<file path="src/rtl/two_byte_mem_cmd_driver.sv">
// Host-side command driver for the two-register CPLD interface (nibble + strobe, int_wait handshake).
// Optional post-write readback is enabled by defining CMD_DRIVER_READBACK_EN.
module two_byte_mem_cmd_driver #(
  parameter int SETUP_CYC = 2,
  parameter int PULSE_CYC = 2,
  parameter int HOLD_CYC  = 2,
  parameter int WAIT_TMO  = 15
) (
  input  logic       clk,
  input  logic       rst,
  input  logic       req_valid,
  output logic       req_ready,
  input  logic [2:0] req_op,
  input  logic       req_sel,
  input  logic [3:0] req_val,
  output logic       rsp_valid,
  output logic       rsp_err,
  output logic [7:0] rsp_data,
  output logic [3:0] pc_out,
  output logic       en_out,
  input  logic       int_wait,
  input  logic [7:0] rd_data
);

  localparam int CW = 8;
  localparam logic [CW-1:0] SETUP_L = CW'(SETUP_CYC - 1);
  localparam logic [CW-1:0] PULSE_L = CW'(PULSE_CYC - 1);
  localparam logic [CW-1:0] HOLD_L  = CW'(HOLD_CYC - 1);
  localparam logic [CW-1:0] TMO_L   = CW'(WAIT_TMO - 1);

  // C_* command nibble, V_* value nibble, R_* readback command; W_* wait on synchronized int_wait
  typedef enum logic [3:0] {
    IDLE, C_SETUP, C_PULSE, C_HOLD, W_ACK, V_SETUP, V_PULSE, V_HOLD,
    W_DONE, R_SETUP, R_PULSE, R_HOLD, RESP
  } state_t;

  state_t          state_q, state_d;
  logic [CW-1:0]   cnt_q, cnt_d;
  logic [3:0]      pc_q, pc_d;
  logic            err_q, err_d;
  logic [7:0]      data_q, data_d;
  logic [2:0]      op_q, op_d;
  logic            sel_q, sel_d;
  logic [3:0]      val_q, val_d;
  logic            wait_m, wait_s;
  logic            cnt_zero;

  assign cnt_zero = (cnt_q == '0);

  always_ff @(posedge clk) begin
    if (rst) begin
      state_q <= IDLE;
      cnt_q   <= '0;
      pc_q    <= '0;
      err_q   <= 1'b0;
      data_q  <= '0;
      op_q    <= '0;
      sel_q   <= 1'b0;
      val_q   <= '0;
      wait_m  <= 1'b0;
      wait_s  <= 1'b0;
    end else begin
      state_q <= state_d;
      cnt_q   <= cnt_d;
      pc_q    <= pc_d;
      err_q   <= err_d;
      data_q  <= data_d;
      op_q    <= op_d;
      sel_q   <= sel_d;
      val_q   <= val_d;
      wait_m  <= int_wait;
      wait_s  <= wait_m;
    end
  end

  always_comb begin
    state_d = state_q;
    cnt_d   = cnt_q;
    pc_d    = pc_q;
    err_d   = err_q;
    data_d  = data_q;
    op_d    = op_q;
    sel_d   = sel_q;
    val_d   = val_q;
    case (state_q)
      IDLE: begin
        if (req_valid) begin
          op_d   = req_op;
          sel_d  = req_sel;
          val_d  = req_val;
          err_d  = 1'b0;
          data_d = '0;
          if (req_op >= 3'd6) begin
            err_d   = 1'b1;
            state_d = RESP;
          end else begin
            pc_d    = {req_op, req_sel};
            cnt_d   = SETUP_L;
            state_d = C_SETUP;
          end
        end
      end
      C_SETUP, V_SETUP, R_SETUP: begin
        if (cnt_zero) begin
          cnt_d   = PULSE_L;
          state_d = (state_q == C_SETUP) ? C_PULSE :
                    (state_q == V_SETUP) ? V_PULSE : R_PULSE;
        end else cnt_d = cnt_q - CW'(1);
      end
      C_PULSE, V_PULSE, R_PULSE: begin
        if (cnt_zero) begin
          cnt_d   = HOLD_L;
          state_d = (state_q == C_PULSE) ? C_HOLD :
                    (state_q == V_PULSE) ? V_HOLD : R_HOLD;
        end else cnt_d = cnt_q - CW'(1);
      end
      C_HOLD: begin
        if (cnt_zero) begin
          if (op_q == 3'd3) begin
            cnt_d   = TMO_L;
            state_d = W_ACK;
          end else begin
            if (op_q == 3'd5) data_d = rd_data;
            state_d = RESP;
          end
        end else cnt_d = cnt_q - CW'(1);
      end
      W_ACK: begin
        if (wait_s) begin
          pc_d    = val_q;
          cnt_d   = SETUP_L;
          state_d = V_SETUP;
        end else if (cnt_zero) begin
          err_d   = 1'b1;
          state_d = RESP;
        end else cnt_d = cnt_q - CW'(1);
      end
      V_HOLD: begin
        if (cnt_zero) begin
          cnt_d   = TMO_L;
          state_d = W_DONE;
        end else cnt_d = cnt_q - CW'(1);
      end
      W_DONE: begin
        if (!wait_s) begin
`ifdef CMD_DRIVER_READBACK_EN
          pc_d    = {3'b101, sel_q};
          cnt_d   = SETUP_L;
          state_d = R_SETUP;
`else
          state_d = RESP;
`endif
        end else if (cnt_zero) begin
          err_d   = 1'b1;
          state_d = RESP;
        end else cnt_d = cnt_q - CW'(1);
      end
      R_HOLD: begin
        if (cnt_zero) begin
          data_d = rd_data;
          if (rd_data != {4'h0, val_q}) err_d = 1'b1;
          state_d = RESP;
        end else cnt_d = cnt_q - CW'(1);
      end
      RESP:    state_d = IDLE;
      default: state_d = IDLE;
    endcase
  end

  assign req_ready = (state_q == IDLE);
  assign rsp_valid = (state_q == RESP);
  assign rsp_err   = rsp_valid & err_q;
  assign rsp_data  = rsp_valid ? data_q : 8'h00;
  assign pc_out    = pc_q;
  assign en_out    = (state_q == C_PULSE) || (state_q == V_PULSE) || (state_q == R_PULSE);

endmodule
</file>
<file path="config.mk">
export PLATFORM = sky130hd
export DESIGN_NAME = two_byte_mem_cmd_driver
export DESIGN_NICKNAME = d
export VERILOG_FILES = /design/src/rtl/two_byte_mem_cmd_driver.sv
export SDC_FILE = /design/constraint.sdc
export NUM_CORES = 1
export LEC_CHECK = 0
export CAP_MARGIN = 20
export CORE_AREA = 2 2 94 96
export CTS_CLUSTER_SIZE = 10
export DETAILED_ROUTE_END_ITERATION = 16
export DIE_AREA = 0 0 96 98
export PLACE_DENSITY_LB_ADDON = 0.1
export SYNTH_ARGS = -nofsm -noshare
export SYNTH_HDL_FRONTEND = slang
export SYNTH_SLANG_ARGS = --single-unit
</file>
<file path="constraint.sdc">
create_clock -name clk -period 2.2 [get_ports clk]
set_clock_uncertainty 0.1 [all_clocks]
set_input_delay 0.66 -clock clk [delete_from_list [all_inputs] [get_ports clk]]
set_output_delay 0.66 -clock clk [all_outputs]
set_load 0.005 [all_outputs]
</file>
Word level (Yosys, flattened, before mapping)

Cells that the tools add are included.
Widths: inputs -> output; s select.

$add $sub $neg: 1
Equal/unequal tests: 29
Reduce and logical (&&, ||, !) cells: 17
Order comparisons: 1
Bitwise logic cells: 1
Muxes and demuxes: 44

Operators by type and width:

| kind                | number |
|---|---|
| $mux 8              | 15 |
| $mux 4              | 17 |
| $pmux 8 s7          | 1 |
| $pmux 4 s8          | 1 |
| $ne 2x2->1 const B  | 13 |
| $pmux 8 s3          | 1 |
| $eq 4x4->1 const B  | 5 |
| $eq 4x3->1 const B  | 4 |
| $reduce_and 6->1    | 2 |
| $reduce_and 5->1    | 2 |
| $eq 4x2->1 const B  | 2 |
| $logic_not 8->1     | 1 |
| $ne 8x4->1          | 1 |
| $pmux 4 s2          | 1 |
| $sub 8x1->8 const B | 1 |
| $mux 1              | 7 |
| $reduce_bool 7->1   | 1 |
| $reduce_or 3->1     | 2 |
| $reduce_or 6->1     | 1 |
| $eq 4x1->1 const B  | 1 |
| $logic_not 4->1     | 1 |
| $pmux 1 s4          | 1 |
| $reduce_and 4->1    | 1 |
| $reduce_bool 4->1   | 1 |
| other kinds (9)     | 10 |

Bits of input ports: 20
Output and inout port bits: 16
Word-level logic and storage cells: 102
Flip-flop bits (word level): 34

Depth between registers and ports, before layout

Depth after elaboration: 5
Mapped depth: 9
Depth with buffers taken out: 9

Worst setup path before layout

Ideal clock, no wire load.

Path type: register -> register
Start point: register cnt_q[0]
End point: register data_q[5]
Slack: 0.005 ns
Setup time: 0.074 ns
Buffers on the path: 1
Data required time: 2.026 ns
Period minus slack after synthesis: 2.195 ns
Cell stages (with the launch flop): 10
Data arrival time: 2.021 ns
Cells stage by stage: dfxtp_1 > inv_1 > ha_1 > or4b_4 > nor2b_4 > inv_2 > o41ai_4 > buf_6 > nand3_1 > o21ai_0

Longest elaborated chain between the ends: 3
Elaborated cells on any way between the ends: 4
Those cells by class: 2 x eq/ne; 2 x reduce/logical

Ends and longest elaborated chain:

| element                             | line | source |
|---|---|---|
| from (decl)                         | 38   | `logic [CW-1:0] cnt_q, cnt_d;` |
| from (signal assigned)              | 64   | `cnt_q <= cnt_d;` |
| $logic_not 8->1 *                   | 48   | `assign cnt_zero = (cnt_q == '0);` |
| $ne 2x2->1 (no source line)         | --   |  |
| $reduce_and 6->1 (no source line) * | --   |  |
| to (signal assigned)                | 67   | `data_q <= data_d;` |
| to (decl)                           | 41   | `logic [7:0] data_q, data_d;` |

Every way passes the cells marked *; elsewhere a longest branch is shown, timed or not.
A chain may end at the register's enable or synchronous reset.

Final worst setup path

Start point: register cnt_q[1]
End point: register cnt_q[0]

Longest elaborated chain between the ends: 4
Elaborated cells on any way between the ends: 10
Those cells by class: 1 x eq/ne; 7 x mux; 2 x reduce/logical

Ends and longest elaborated chain:

| element                   | line | source |
|---|---|---|
| $logic_not 8->1 *         | 48   |  |
| $mux 8                    | --   |  |
| $mux 8 (on tied branches) | --   |  |
| $pmux 8 s7                | 85   | `case (state_q)` |

Every way passes the cells marked *; elsewhere a longest branch is shown, timed or not. The select of a mux whose other input is x is not followed.

==> reports/metrics.yaml <==
hold_path:
  hold_class: "flip-flop to flip-flop"
final_layout:
  regArea_um2: 696
  n_antenna_cell: 0
  n_fill_cell: 891
  syn_to_final_growth_pct: 47.8
  fin_area_mm2: 0.00301
  drive_above_1_share_pct: 26.1
  multiInputGateArea_mm2: 0.00132
  utilization_pct: 35.5
  layout.nets: 351
global_route:
  use_met2_pct: 23.4
  grt-busiest-layer: "met2"
  met3_usage_pct: 3.09
  overflow: 0
  grt_max_degree: 19
  use_met1_pct: 19.5
  grt_pass1_wl_mm: 10.9
  grt.total_usage_pct: 14.7
  grt_pass1_vias: 2181
  antenna_found_initial: 0
floorplan:
  ios: 36
  fp.coreArea_mm2: 0.00847
  die-area_mm2: 0.00941
  num_rows: 34
  die_w_um: 96
  start_util_pct: 24.0
  fp.dieH_um: 98
worst_setup_path:
  cp-end-kind: "flip-flop"
  critPathRequiredTime_ps: 2300
  arrival_ps: 2310
  r2r-start: "cnt_q[1]$_SDFFE_PP0P_"
  worstSetupStartpointType: "flip-flop"
  ff2ff_setup_slack_ps: -10
  rr_worst_depth: 9
  worstPathMaxFanout: 3
  r2r_end: "cnt_q[0]$_SDFFE_PP0P_"
  path_class: "flip-flop to flip-flop"
  critPathLaunch: "cnt_q[1]$_SDFFE_PP0P_"
  crit_path_end: "cnt_q[0]$_SDFFE_PP0P_"
yosys:
  syn-cell-area_mm2: 0.00203
  synth_common_cells: "dfxtp_1 (34), a21oi_1 (23), nand3_1 (17), nor2_1 (17)"
  async_flop_share_pct: 0
  synth_cell_types: 56
  syn_area_per_cell_um2: 7.94
  yosys_warnings: 0
  synthCells: 256
  synth_top_area_cell: "dfxtp_1"
  yosysMostFrequentCell: "dfxtp_1"
  yosysSeqAreaShare_pct: 33.5
  synth_flop_cell: "dfxtp_1"
  syn_nets: 279
  ys_ff_latch: 34
  synth_area_leaders: "dfxtp_1 (33%), a21oi_1 (5.7%), nand3_1 (4.2%)"
  synth_edf_count: 0
  synth_top_area_share_pct: 33.5
power_and_ir_drop:
  p_leak_uw: 0.00120
  peakVddDrop_uv: 461
  power.density_mw_per_mm2: 1490
placement:
  place_area_mm2: 0.00275
  place_congestion: 0.810
  place.port_buffers: 35
  dp_hpwl_mm: 4.75
timing:
  slew_viol_final: 0
  final_min_period_over_clock_period_pct: 101
  relSlewSlack_pct: 72.1
  hold_viol: 0
  worst_pin_slew_ps: 416
  setup_viol: 1
  hold_ws_ps: 351
  fmax_ghz: 0.452
  fin_ws_ps: -12.9
  min_period_ps: 2210
  rsz0062_at_grt: "true"
detailed_routing:
  vias: 2131
  drc: 0
  wl_per_cell_um: 15.1
  first_iter_violations: 127
  routed_via_density: 4.88
  drt-total-wl_mm: 6.59
  dr.pass1.iters: 4
  ant_nets: 0
clock_tree:
  clock_path_buffers: 2
  path_clk_slew_ps: 70
  cts_inserted_buffers: 5
  clock-root-buffer: "clkbuf_8"
  cts_tree: "done"
  hold_buffers: 0
  htree_levels: 2
  cts_sinks: 34
  clkLatencyLatePin_ps: 290
run_status:
  status: "complete, but fails checks"
  violations: "negative setup slack"
job:
  maxCapViolations: 0
[metrics by stage]
step | setup WS [ps] | total power, uW | setup TNS [ps] | std cells
2_1_floorplan | 5.03 | 2500 | 0 | 256
3_3_place_gp | -311 | 3560 | -4320 | 420
3_5_place_dp | -333 | 3530 | -4500 | 420
4_1_cts | -3.12 | 4430 | -6.22 | 438
5_1_grt | -97.8 | 4800 | -837 | 437
6_report | -12.9 | 4470 | -12.9 | 437
[worst max-delay path, stage by stage, from the launching register on]
cell and delay, ps:
dfxtp_2 330, inv_2 80, ha_4 140, or4b_4 490, nor2b_4 140, inv_2 60, buf_6 120, ha_4 140
o311a_1 290, a311oi_1 240
[how the worst min path moves through the flow]
stage,startpoint,end,depth (start not counted),slack (ps)
floorplan,wait_m$_SDFF_PP0_,wait_s$_SDFF_PP0_,1,310
global placement,wait_m$_SDFF_PP0_,wait_s$_SDFF_PP0_,1,330
detailed placement,wait_m$_SDFF_PP0_,wait_s$_SDFF_PP0_,1,330
CTS,wait_m$_SDFF_PP0_,wait_s$_SDFF_PP0_,1,350
global route,wait_m$_SDFF_PP0_,wait_s$_SDFF_PP0_,1,360
finish,wait_m$_SDFF_PP0_,wait_s$_SDFF_PP0_,1,350
[cell usage in the layout, fill, tap and decap left out, drive strengths merged, types with 4 or more instances in the layout]
| cell | instances |
|---|---|
| buf | 49 |
| dfxtp | 34 |
| a21oi | 23 |
| clkdlybuf4s50 | 20 |
| o21ai | 18 |
| nand3 | 17 |
| nor2 | 17 |
| nand2 | 16 |
| nand2b | 12 |
| dlygate4sd2 | 12 |
| and3 | 10 |
| a211oi | 10 |
| nor3 | 8 |
| nor2b | 7 |
| clkbuf | 7 |
| inv | 6 |
| xor2 | 5 |
| mux2i | 4 |
| and2 | 4 |
[layout make-up]
class,count,share of cell area [%]
multi-input cells,196,44.0
repair buffers,85,24.4
flip-flops and latches,34,23.1
well taps,108,4.50
clock buffers,6,2.75
inverters,6,0.749
clock inverters,2,0.416
[report_power, final]
part           switching [uW]  leakage (uW)  internal (uW)  total, uW
logic                    1590      0.000870           1460       3050
registers                 134      0.000281            789        923
clock network             244     0.0000472            252        495
total                    1970       0.00120           2500       4470
[cell families (layout without fill, tap and decap cells)]
logic type | count (synthesis) | after routing | share of synthesized area (%)
XOR/XNOR | 7 | 7 | 3.02
flip-flops | 34 | 34 | 33.5
buffers and inverters | 26 | 99 | 5.35
multiplexers | 6 | 6 | 3.08
adder cells (fa/ha/maj) | 3 | 3 | 1.85
AND/OR/NAND/NOR | 106 | 106 | 28.7
AO/OA/AOI/OAI | 74 | 74 | 24.5
[sequential cells by signal, indices dropped and copies added (netlist names)]
signal	flops
wait_s	1
data_q	8
wait_m	1
pc_out	4
err_q	1
cnt_q	8
op_q	3
val_q	4
state_q	4
[layer usage]
metal | up-vias | wire, um
met3 | 10 | 314
met2 | 55 | 3130
met5 | - | 0
met4 | 0 | 116
li1 | 1075 | -
met1 | 991 | 3030
[what timing repair did]
action	CTS	global route
pin swaps	7	3
setup buffers	8	0
resized for setup	42	12
setup endpoints to repair	24	18
cloned	2	0
Note: power is estimated with default switching activity, not from simulation.
